## config.mk

```make
export PLATFORM = sky130hd
export DESIGN_NAME = control_unit
export DESIGN_NICKNAME = d
export VERILOG_FILES = /design/src/rtl/control_unit.sv
export SDC_FILE = /design/constraint.sdc
export NUM_CORES = 1
export LEC_CHECK = 0
export CAP_MARGIN = 30
export CORE_ASPECT_RATIO = 0.5
export CORE_MARGIN = 8
export CORE_UTILIZATION = 41
export CTS_CLUSTER_SIZE = 25
export DETAILED_ROUTE_END_ITERATION = 12
export GPL_ROUTABILITY_DRIVEN = 1
export PLACE_DENSITY = 0.86
export SLEW_MARGIN = 30
export SYNTH_ARGS = -nofsm -noshare
export SYNTH_HDL_FRONTEND = slang
export SYNTH_SLANG_ARGS = --single-unit
```

## constraint.sdc

```tcl
create_clock -name Clock -period 5.74 [get_ports Clock]
set_clock_uncertainty 0.2 [all_clocks]
set_input_delay 1.722 -clock Clock [delete_from_list [all_inputs] [get_ports Clock]]
set_output_delay 1.722 -clock Clock [all_outputs]
set_load 0.1 [all_outputs]
```

## src/rtl/control_unit.sv

```systemverilog
// control_unit -- hardwired Moore control sequencer for a small RISC datapath.
//
// Sequences fetch (T0..T2), decode and per-opcode execute states, and drives
// the datapath's bus-drive, register-load, ALU-select and memory strobes.
// Outputs depend only on the registered state and the opcode class captured
// at the end of T2. The one exception is PCin in the branch T6 state, which
// is qualified by CON_FF.
//
// Ports
//   Clock, Clear            : clock; synchronous active-high reset
//   IR[31:0]                : instruction register (opcode = IR[31:27])
//   CON_FF, MemRdy, Stop    : branch condition, memory-ready, halt request
//   PCout..MDRout           : bus drive enables
//   MARin..Yin              : register load enables
//   IncPC, Read, Write      : PC increment and memory strobes
//   Gra..CONIn              : register-select / constant controls
//   ADD, SUB, AND, OR       : ALU operation selects
//   Run, IllegalOp          : running flag; one-cycle undefined-opcode pulse
module control_unit #(
  parameter int MEM_WAIT = 1
) (
  input  logic        Clock,
  input  logic        Clear,
  input  logic [31:0] IR,
  input  logic        CON_FF,
  input  logic        MemRdy,
  input  logic        Stop,
  output logic        PCout,
  output logic        Zhiout,
  output logic        Zlowout,
  output logic        MDRout,
  output logic        MARin,
  output logic        Zin,
  output logic        PCin,
  output logic        MDRin,
  output logic        IRin,
  output logic        Yin,
  output logic        IncPC,
  output logic        Read,
  output logic        Write,
  output logic        Gra,
  output logic        Grb,
  output logic        Grc,
  output logic        Rin,
  output logic        Rout,
  output logic        BAout,
  output logic        Cout,
  output logic        CONIn,
  output logic        ADD,
  output logic        SUB,
  output logic        AND,
  output logic        OR,
  output logic        Run,
  output logic        IllegalOp
);

  localparam logic [4:0] OP_LD   = 5'b00000;
  localparam logic [4:0] OP_LDI  = 5'b00001;
  localparam logic [4:0] OP_ST   = 5'b00010;
  localparam logic [4:0] OP_ADD  = 5'b00011;
  localparam logic [4:0] OP_SUB  = 5'b00100;
  localparam logic [4:0] OP_AND  = 5'b00101;
  localparam logic [4:0] OP_OR   = 5'b00110;
  localparam logic [4:0] OP_ADDI = 5'b01100;
  localparam logic [4:0] OP_BR   = 5'b10010;
  localparam logic [4:0] OP_NOP  = 5'b11010;
  localparam logic [4:0] OP_HALT = 5'b11011;

  // S_T0_ILL behaves exactly like T0 but also raises IllegalOp, so the pulse
  // remains a pure state decode.
  typedef enum logic [3:0] {
    S_RST, S_HALT, S_T0, S_T0_ILL, S_T1, S_T2,
    S_T3, S_T4, S_T5, S_T6, S_T7
  } state_t;

  typedef enum logic [2:0] {
    C_LD, C_LDI, C_ST, C_ALU, C_ADDI, C_BR
  } cls_t;

  state_t     state, state_nxt;
  cls_t       cls_q, cls_d;
  logic [1:0] aop_q, aop_d;       // 0 add, 1 sub, 2 and, 3 or
  logic       exec_op;
  logic       mem_ok;
  state_t     done_nxt;
  logic [4:0] opcode;
  logic       unused_ir;

  assign opcode    = IR[31:27];
  assign unused_ir = ^IR[26:0];
  assign mem_ok    = (MEM_WAIT == 0) ? 1'b1 : MemRdy;
  // Instruction boundary: Stop is honoured only here.
  assign done_nxt  = Stop ? S_HALT : S_T0;

  always_ff @(posedge Clock) begin
    if (Clear) state <= S_RST;
    else       state <= state_nxt;
  end

  // Opcode class is latched as T2 retires; it steers the shared T3..T7 states.
  always_ff @(posedge Clock) begin
    if (state == S_T2) begin
      cls_q <= cls_d;
      aop_q <= aop_d;
    end
  end

  always_comb begin
    cls_d   = C_LD;
    aop_d   = 2'd0;
    exec_op = 1'b1;
    case (opcode)
      OP_LD:   cls_d = C_LD;
      OP_LDI:  cls_d = C_LDI;
      OP_ST:   cls_d = C_ST;
      OP_ADD:  begin cls_d = C_ALU; aop_d = 2'd0; end
      OP_SUB:  begin cls_d = C_ALU; aop_d = 2'd1; end
      OP_AND:  begin cls_d = C_ALU; aop_d = 2'd2; end
      OP_OR:   begin cls_d = C_ALU; aop_d = 2'd3; end
      OP_ADDI: cls_d = C_ADDI;
      OP_BR:   cls_d = C_BR;
      default: exec_op = 1'b0;
    endcase
  end

  always_comb begin
    state_nxt = state;
    case (state)
      S_RST:             state_nxt = S_T0;
      S_HALT:            state_nxt = S_HALT;
      S_T0, S_T0_ILL:    state_nxt = S_T1;
      S_T1:              state_nxt = mem_ok ? S_T2 : S_T1;
      S_T2: begin
        if (exec_op)                state_nxt = S_T3;
        else if (opcode == OP_NOP)  state_nxt = done_nxt;
        else if (opcode == OP_HALT) state_nxt = S_HALT;
        else                        state_nxt = S_T0_ILL;
      end
      S_T3:              state_nxt = S_T4;
      S_T4:              state_nxt = S_T5;
      S_T5: begin
        if (cls_q == C_LD || cls_q == C_ST || cls_q == C_BR) state_nxt = S_T6;
        else                                                 state_nxt = done_nxt;
      end
      S_T6: begin
        if (cls_q == C_LD)      state_nxt = mem_ok ? S_T7 : S_T6;
        else if (cls_q == C_ST) state_nxt = S_T7;
        else                    state_nxt = done_nxt;
      end
      S_T7: begin
        if (cls_q == C_ST) state_nxt = mem_ok ? done_nxt : S_T7;
        else               state_nxt = done_nxt;
      end
      default:           state_nxt = S_RST;
    endcase
  end

  always_comb begin
    PCout = 1'b0; Zhiout = 1'b0; Zlowout = 1'b0; MDRout = 1'b0;
    MARin = 1'b0; Zin = 1'b0; PCin = 1'b0; MDRin = 1'b0; IRin = 1'b0; Yin = 1'b0;
    IncPC = 1'b0; Read = 1'b0; Write = 1'b0;
    Gra = 1'b0; Grb = 1'b0; Grc = 1'b0; Rin = 1'b0; Rout = 1'b0;
    BAout = 1'b0; Cout = 1'b0; CONIn = 1'b0;
    ADD = 1'b0; SUB = 1'b0; AND = 1'b0; OR = 1'b0;
    IllegalOp = 1'b0;
    Run = (state != S_RST) && (state != S_HALT);
    case (state)
      S_T0, S_T0_ILL: begin
        PCout = 1'b1; MARin = 1'b1; IncPC = 1'b1; Zin = 1'b1;
        IllegalOp = (state == S_T0_ILL);
      end
      S_T1: begin Zlowout = 1'b1; PCin = 1'b1; Read = 1'b1; MDRin = 1'b1; end
      S_T2: begin MDRout = 1'b1; IRin = 1'b1; end
      S_T3: begin
        if (cls_q == C_BR) begin
          Gra = 1'b1; Rout = 1'b1; CONIn = 1'b1;
        end else if (cls_q == C_LD || cls_q == C_LDI || cls_q == C_ST) begin
          Grb = 1'b1; BAout = 1'b1; Yin = 1'b1;
        end else begin
          Grb = 1'b1; Rout = 1'b1; Yin = 1'b1;
        end
      end
      S_T4: begin
        if (cls_q == C_BR) begin
          PCout = 1'b1; Yin = 1'b1;
        end else if (cls_q == C_ALU) begin
          Grc = 1'b1; Rout = 1'b1; Zin = 1'b1;
          ADD = (aop_q == 2'd0);
          SUB = (aop_q == 2'd1);
          AND = (aop_q == 2'd2);
          OR  = (aop_q == 2'd3);
        end else begin
          Cout = 1'b1; ADD = 1'b1; Zin = 1'b1;
        end
      end
      S_T5: begin
        if (cls_q == C_BR) begin
          Cout = 1'b1; ADD = 1'b1; Zin = 1'b1;
        end else if (cls_q == C_LD || cls_q == C_ST) begin
          Zlowout = 1'b1; MARin = 1'b1;
        end else begin
          Zlowout = 1'b1; Gra = 1'b1; Rin = 1'b1;
        end
      end
      S_T6: begin
        if (cls_q == C_LD) begin
          Read = 1'b1; MDRin = 1'b1;
        end else if (cls_q == C_ST) begin
          Gra = 1'b1; Rout = 1'b1; MDRin = 1'b1;
        end else if (cls_q == C_BR) begin
          Zlowout = 1'b1; PCin = CON_FF;
        end
      end
      S_T7: begin
        if (cls_q == C_LD) begin
          MDRout = 1'b1; Gra = 1'b1; Rin = 1'b1;
        end else if (cls_q == C_ST) begin
          MDRout = 1'b1; Write = 1'b1;
        end
      end
      default: ;
    endcase
  end

endmodule

```

* Yosys cells after proc, flatten, opt, wreduce, memory -nomap -nowiden *
Index checks and enable logic that the tools add are counted.

operators by class
  reduce and logical (&&, ||, !) cells = 13
  equality and inequality tests = 28
  muxes and demuxes = 71

operators with widths
  cell                count
  $mux 1              44
  $pmux 4 s10         1
  $mux 4              5
  $pmux 1 s2          10
  $eq 4x3->1 const B  4
  $eq 5x3->1 const B  3
  $eq 5x5->1 const B  3
  $pmux 3 s5          1
  $eq 4x4->1 const B  3
  $eq 5x2->1 const B  2
  $pmux 1 s3          3
  $reduce_or 9->1     1
  $eq 4x2->1 const B  2
  $mux 2              4
  $eq 3x2->1 const B  2
  $pmux 2 s3          1
  $eq 5x1->1 const B  1
  $eq 5x4->1 const B  1
  $logic_not 5->1     1
  $eq 2x2->1 const B  2
  $eq 4x1->1 const B  1
  $logic_not 4->1     1
  $logic_or 1x1->1    4
  $ne 4x1->1 const B  1
  11 further kinds    11

storage, ports and cells
  register bits after elaboration = 9
  logic and storage cells = 115
  input bits = 37
  output and inout bits = 27

* Depth between registers and ports, before layout *
Gate-level depths: netlist (run 1).

  word-level depth = 6
  gate-level depth with buffers = 6
  gate-level depth less buffers = 4

* Worst setup path after synthesis (run 1) *
OpenSTA, ideal clock, no wires.

  path type = register to output
  start = reg state[0]
  end = out AND
  path buffers = 1
  required time = 3.818 ns
  stages on the path, launching flop included = 6
  path slack = -0.525 ns
  arrival = 4.343 ns
  cell sequence = dfxtp_1 > buf_4 > nand4b_2 > nor3_1 > nand2_1 > nor2_1

between the ends
  longest elaborated chain between the ends = 2

RTL lines
  item                    RTL line  RTL
  from (decl)             80        state_t state, state_nxt;
  from (signal assigned)  97        else state <= state_nxt;
  $eq 4x3->1              167       case (state)
  $mux 1                  167
  to (decl)               51        output logic AND,

No other way between the ends.

* Final worst setup path (run 1) *
  start = reg state[0]
  end = out Rout

between the ends
  longest elaborated chain between the ends = 2
  elaborated cells on any way between the ends = 4
  those cells by class = eq/ne: 3; mux: 1

RTL lines
  item                                      RTL line  RTL
  $eq 4x4->1 or $eq 4x3->1 (tied branches)  167
  $pmux 1 s3 (*)                            167
  to (decl)                                 45        output logic Rout,

Mark *: on every way between the ends. The rest lies on a longest branch, timed or not.

==> impl_metrics.ini, run 1 <==
[outcome]
run_status = finished clean

[critical_path]
r2r_setup_slack_ps = 3540
worstSetupEndpointType = primary output
startpoint_class = register
critical_path.top_delay_family = buffers and inverters
critical_path_class = reg2out
cp.required_ps = 3820
max_stage_delay_ps = 1160
crit_buf_inv = 1
critical_path_depth = 5
critPathArrivalTime_ps = 2870
critPathSlowestCell = sky130_fd_sc_hd__clkdlybuf4s50_1
chain_of_cells_forming_the_critical_path = nand4b_2, nand2_1, nand2_1, a22oi_1, clkdlybuf4s50_1
reg2reg_depth = 4
path_max_fanout = 23
crit_path_frequent_cell = sky130_fd_sc_hd__nand2_1

[layout]
register_area_um2 = 230
nFillCells = 227
antenna_cells_inserted = 0
mostFrequentLayoutCell = sky130_fd_sc_hd__clkdlybuf4s50_1
design.final.nets = 213
areaGrowthSynthToFinish_pct = 30.5
fraction_of_final_layout_cells_with_drive_strength_greater_than_1_pct = 10.9
leading_cell_types_in_the_layout_fill_and_taps_excluded = 27 x sky130_fd_sc_hd__clkdlybuf4s50_1, 15 x sky130_fd_sc_hd__nor2_1, 11 x sky130_fd_sc_hd__nand2_1, 9 x sky130_fd_sc_hd__a21oi_1
cell_area_after_layout_um2 = 1460
total_area_of_multi_input_combinational_cells_um2 = 796

[clocking]
cts.sink_count = 9
max_buffers_root_to_sink = 2
post_cts_resized = 0
cts_max_level = 1
clock_tree_from_tritoncts = done
post-cts-setup-buffers = 0
clkLatencyLatePin_ps = 230
hold_buffers = 0
clk_pin_slew_worst_paths_ps = 50
cts-buffers-inserted = 3
clk_root_buffer_cell = sky130_fd_sc_hd__clkbuf_8

[synthesis]
synth-edff-count = 5
ys_types = 54
syn_avg_cell_area_um2 = 7.38
ys_seq_elements = 9
syn-instance-count = 151
postSynth.asyncResetShare_pct = 0
synth_ff_type = sky130_fd_sc_hd__edfxtp_1
postSynthNetCount = 188
seq_area_frac_synth_pct = 20.7
ys.warnings.count = 0
post_synth_instance_area_um2 = 1110

[die]
height_of_the_die_um = 52.9
ioPinCount = 64
fp-row-count = 13
initial_core_util_pct = 43.1
die_width_um = 89.7
design.die.area_um2 = 4740
core_area_um2 = 2590

[detailed_routing]
route.detailed.drc = 0
finalWirelength_mm = 3.16
num_vias = 1207
drt-pass1-iter-count = 4
viasPerCell = 5.69
final_antenna_net_count = 0
drt_iter0_drc = 161
post_drt_wl_per_cell_um = 14.9

[timing]
max_slew.worst_pin.slew_ps = 992
setup_viol_count_final = 0
fin_setup_tns_ps = 0
max-slew-margin-rel_pct = 33.7
slew_violations = 0
timing.final.crit_share_pct = 83.5
timing.final.hold_violations = 0
finalCriticalPeriod_ps = 4800
rsz0062_at_grt = false
max_clock_freq_mhz = 209

[global_route]
via_count_of_the_first_global_routing_pass = 1078
grt_util_all_layers_pct = 12.7
global_route_wire_length_before_repair_mm = 5.14
gr-total-overflow = 0
number_of_antenna_violations_at_the_first_check_in_global_routing = 0
grt_start_max_net_pins = 24

[power]
ir_drop_mv = 0.145
powerDensity_nw_per_um2 = 281
cellLeakagePower_nw = 0.550
power_w = 0.000408

[placed_design]
place.port_buffers = 35
post_dp_cell_area_um2 = 1410
hpwlAfterDp_mm = 2.38
routabilityCongestion = 0.810

[flow_run]
max_cap_violations = 0

[hold_path]
worst_hold_path.num_cells = 2
min-delay-path-class = reg2reg
==> worst reg2reg max path: stages, from the launching register on <==
cell                       delay, ps
sky130_fd_sc_hd__dfxtp_1         740
sky130_fd_sc_hd__and4bb_1        490
sky130_fd_sc_hd__a21bo_1         250
sky130_fd_sc_hd__o311a_1         320
sky130_fd_sc_hd__a31oi_1         120
==> registers in the layout (all words and copies together) (netlist names) <==
name,flops
state,4
cls_q,3
aop_q,2
==> cell usage after synthesis (all sizes together), types with 2 or more instances <==
master / n / area, um^2
a31oi: 4 / 25.0
nand2b: 7 / 43.8
nor3b: 2 / 15.0
a211oi: 3 / 22.5
nor2: 16 / 62.6
a21oi: 9 / 45.0
or2: 3 / 18.8
inv: 2 / 7.51
dfxtp: 4 / 80.1
or3: 4 / 25.0
and2: 3 / 18.8
and2b: 3 / 22.5
o21ai: 8 / 40.0
nand3b: 4 / 30.0
nand4b: 2 / 23.8
clkbuf: 4 / 15.0
and3b: 2 / 17.5
o211ai: 2 / 15.0
buf: 11 / 71.3
and3: 2 / 12.5
nand2: 11 / 41.3
edfxtp: 5 / 150
o21bai: 3 / 22.5
nand3: 6 / 30.0
a21o: 2 / 15.0
o21a: 2 / 15.0
nor3: 5 / 25.0
==> cell type report <==
cell class              count  share of cell area, %
multi-input cells         125                   54.7
repair buffers             35                   22.7
flip-flops and latches      9                   15.8
well taps                  37                   3.18
clock buffers               4                   3.10
inverters                   2                  0.516
==> metal layers <==
| layer | share of wire, % | track usage, % |
|---|---|---|
| met2 | 48 | 21.4 |
| met1 | 45 | 16.1 |
| met5 | 0 | 0 |
| met3 | 6.7 | 2.82 |
| met4 | 0.13 | 4.16 |
==> kinds of logic (layout without fill, tap and decap cells) <==
kind of cell / Yosys count / count (layout) / synth area share, %
and+or+nand+nor: 76 / 76 / 40.0
buffers and inverters: 17 / 41 / 8.42
xor gates and xnor gates: 2 / 2 / 1.57
DFF: 9 / 9 / 20.7
other: 1 / 1 / 0.336
AOI/OAI and AO/OA: 46 / 46 / 29.1
==> where the power goes <==
part,switching [W],internal (W)
Combinational,0.000177,0.0000617
Sequential,0.0000210,0.0000731
Clock,0.0000265,0.0000485
Total,0.000225,0.000183
==> metrics by stage <==
| step | cells | utilization, % | setup WS (ps) | hold slack [ps] |
|---|---|---|---|---|
| CTS | 212 | 56.3 | 945 | 506 |
| global placement | 208 | 54.5 | 1070 | 487 |
| detailed placement | 208 | 54.5 | 1060 | 500 |
| global route | 212 | 56.3 | 772 | 566 |
| floorplan | 151 | - | 428 | 418 |
| finish | 212 | 56.3 | 945 | 510 |
==> final timing paths <==
| path | start | endpoint |
|---|---|---|
| setup / recovery | state[0]$_SDFF_PP0_ | Rout |
| hold / removal | state[3]$_SDFF_PP0_ | state[3]$_SDFF_PP0_ |
| setup reg to reg | state[0]$_SDFF_PP0_ | state[0]$_SDFF_PP0_ |
| hold reg to reg | state[3]$_SDFF_PP0_ | state[3]$_SDFF_PP0_ |
(Power assumes the default switching activity.)
==> run 2: changes to the inputs <==
--- a/config.mk
+++ b/config.mk
@@ -8,11 +8,11 @@
 export CAP_MARGIN = 30
 export CORE_ASPECT_RATIO = 0.5
 export CORE_MARGIN = 8
-export CORE_UTILIZATION = 41
+export CORE_UTILIZATION = 35
 export CTS_CLUSTER_SIZE = 25
 export DETAILED_ROUTE_END_ITERATION = 12
 export GPL_ROUTABILITY_DRIVEN = 1
-export PLACE_DENSITY = 0.86
+export PLACE_DENSITY = 0.78
 export SLEW_MARGIN = 30
 export SYNTH_ARGS = -nofsm -noshare
 export SYNTH_HDL_FRONTEND = slang
==> constraint.sdc (replaced) <==
create_clock -name Clock -period 3.97 [get_ports Clock]
set_clock_uncertainty 0.2 [all_clocks]
set_input_delay 1.191 -clock Clock [delete_from_list [all_inputs] [get_ports Clock]]
set_output_delay 1.191 -clock Clock [all_outputs]
set_load 0.1 [all_outputs]
==> run 2 against run 1 <==
  * Total power increased by 49%
  * Largest cell class unchanged
  * Core utilization decreased by 3.6 points
  * Routed wire length increased by 1.2%
  * Hold slack got worse by 11 ps
  * Register-to-register slack got worse by 1800 ps
  * Sequential share of layout area decreased by 1.3 points
==> impl_metrics.ini, run 2 (synthesis results as in run 1) <==
[outcome]
run_status = finished clean

[power]
powerDensity_nw_per_um2 = 383
ir_drop_mv = 0.220
cellLeakagePower_nw = 0.631
power_w = 0.000607

[hold_path]
min-delay-path-class = reg2reg

[clocking]
clk_root_buffer_cell = sky130_fd_sc_hd__clkbuf_8
max_buffers_root_to_sink = 2
cts.sink_count = 9
cts_max_level = 1
post_cts_resized = 0
cts-buffers-inserted = 3
clk_pin_slew_worst_paths_ps = 40
post-cts-setup-buffers = 0
clock_tree_from_tritoncts = done
hold_buffers = 0
clkLatencyLatePin_ps = 240

[die]
ioPinCount = 64
height_of_the_die_um = 55.9
initial_core_util_pct = 37.0
die_width_um = 95.8
fp-row-count = 14
core_area_um2 = 3010
design.die.area_um2 = 5360

[global_route]
gr-total-overflow = 0
global_route_wire_length_before_repair_mm = 5.35
grt_util_all_layers_pct = 11.9
grt_start_max_net_pins = 17
via_count_of_the_first_global_routing_pass = 1122
number_of_antenna_violations_at_the_first_check_in_global_routing = 0

[placed_design]
routabilityCongestion = 0.871
place.port_buffers = 35
placement.setup.worst_slack_ps = 388
post_dp_cell_area_um2 = 1540
hpwlAfterDp_mm = 2.41

[timing]
rsz0062_at_grt = false
timing.final.hold_violations = 0
timing.final.crit_share_pct = 90.0
slew_violations = 0
hold_ws_ps = 499
setup_viol_count_final = 0
postLayoutSetupSlackWorst_ps = 398
max_clock_freq_mhz = 280
finalCriticalPeriod_ps = 3570

[critical_path]
critical_path.top_delay_family = buffers and inverters
path_max_fanout = 1
worstSetupEndpointType = primary output
max_stage_delay_ps = 470
startpoint_class = input port
critPathSlowestCell = sky130_fd_sc_hd__clkdlybuf4s50_1
crit_buf_inv = 2
critical_path_class = in2out
cp.required_ps = 2580
chain_of_cells_forming_the_critical_path = clkdlybuf4s50_1, nand4_1, a21oi_2, buf_12
critPathArrivalTime_ps = 2180

[detailed_routing]
route.detailed.drc = 0
drt-pass1-iter-count = 4
finalWirelength_mm = 3.20
drt_iter0_drc = 118
viasPerCell = 5.71
num_vias = 1239
final_antenna_net_count = 0
post_drt_wl_per_cell_um = 14.8

[layout]
fraction_of_final_layout_cells_with_drive_strength_greater_than_1_pct = 24.9
max_flop_register = state
mostFrequentLayoutCell = sky130_fd_sc_hd__buf_4
cell_area_after_layout_um2 = 1590
largest_register_ffs = 4
antenna_cells_inserted = 0
areaGrowthSynthToFinish_pct = 42.4
postLayoutCoreUtil_pct = 52.7
design.final.nets = 215
reg_top3 = state x4, cls_q x3, aop_q x2
leading_cell_types_in_the_layout_fill_and_taps_excluded = 18 x sky130_fd_sc_hd__buf_4, 13 x sky130_fd_sc_hd__nor2_1, 11 x sky130_fd_sc_hd__nand2_1, 10 x sky130_fd_sc_hd__buf_12, 9 x sky130_fd_sc_hd__clkdlybuf4s50_1

[flow_run]
max_cap_violations = 0
-- run 2: changes by cell type in the layout (fill, tap and decap cells not counted), sizes merged --
cell	delta
clkinv	+1
buf	+20
clkbuf	-1
clkdlybuf4s50	-18
-- run 2: final timing paths --
| check | from | endpoint | slack [ps] | depth (start not counted) |
|---|---|---|---|---|
| max | CON_FF | PCin | 400 | 4 |
| min | state[3]$_SDFF_PP0_ | state[3]$_SDFF_PP0_ | 500 | 2 |
| max reg2reg | state[0]$_SDFF_PP0_ | state[0]$_SDFF_PP0_ | 1760 | 5 |
| min reg2reg | state[3]$_SDFF_PP0_ | state[3]$_SDFF_PP0_ | 500 | 2 |
-- run 2: metrics by stage --
step / setup TNS (ps) / cells
after floorplan: -1060 / 151
after global placement: 0 / 213
after detailed placement: 0 / 213
after CTS: 0 / 217
after global routing: 0 / 217
final: 0 / 217
-- run 2: power by group --
group	switching, W	internal (W)
clock	0.0000380	0.0000686
combinational	0.000273	0.000101
sequential	0.0000214	0.000106
-- run 2: worst reg2reg max path, stage by stage (launching register included) --
cell and delay (ps):
sky130_fd_sc_hd__dfxtp_1 510, sky130_fd_sc_hd__buf_4 260, sky130_fd_sc_hd__and4bb_1 460, sky130_fd_sc_hd__a21bo_1 250
sky130_fd_sc_hd__o311a_1 320, sky130_fd_sc_hd__a31oi_1 130
-- run 2: routing by layer --
layer | share of wire (%) | GRT usage (%) | up-vias
met5 | 0 | 0 | -
li1 | - | - | 607
met4 | 0.44 | 2.60 | 0
met1 | 44 | 15.0 | 593
met3 | 6.0 | 2.29 | 2
met2 | 50 | 20.4 | 37
-- run 2: area by class of cell --
type / count / area (um^2)
Fill cell: 270 / 1430
Multi-Input combinational cell: 125 / 828
Timing Repair Buffer: 37 / 425
Sequential cell: 9 / 230
Tap cell: 40 / 50.0
Clock buffer: 3 / 41.3
Inverter: 2 / 7.51
Clock inverter: 1 / 5.00
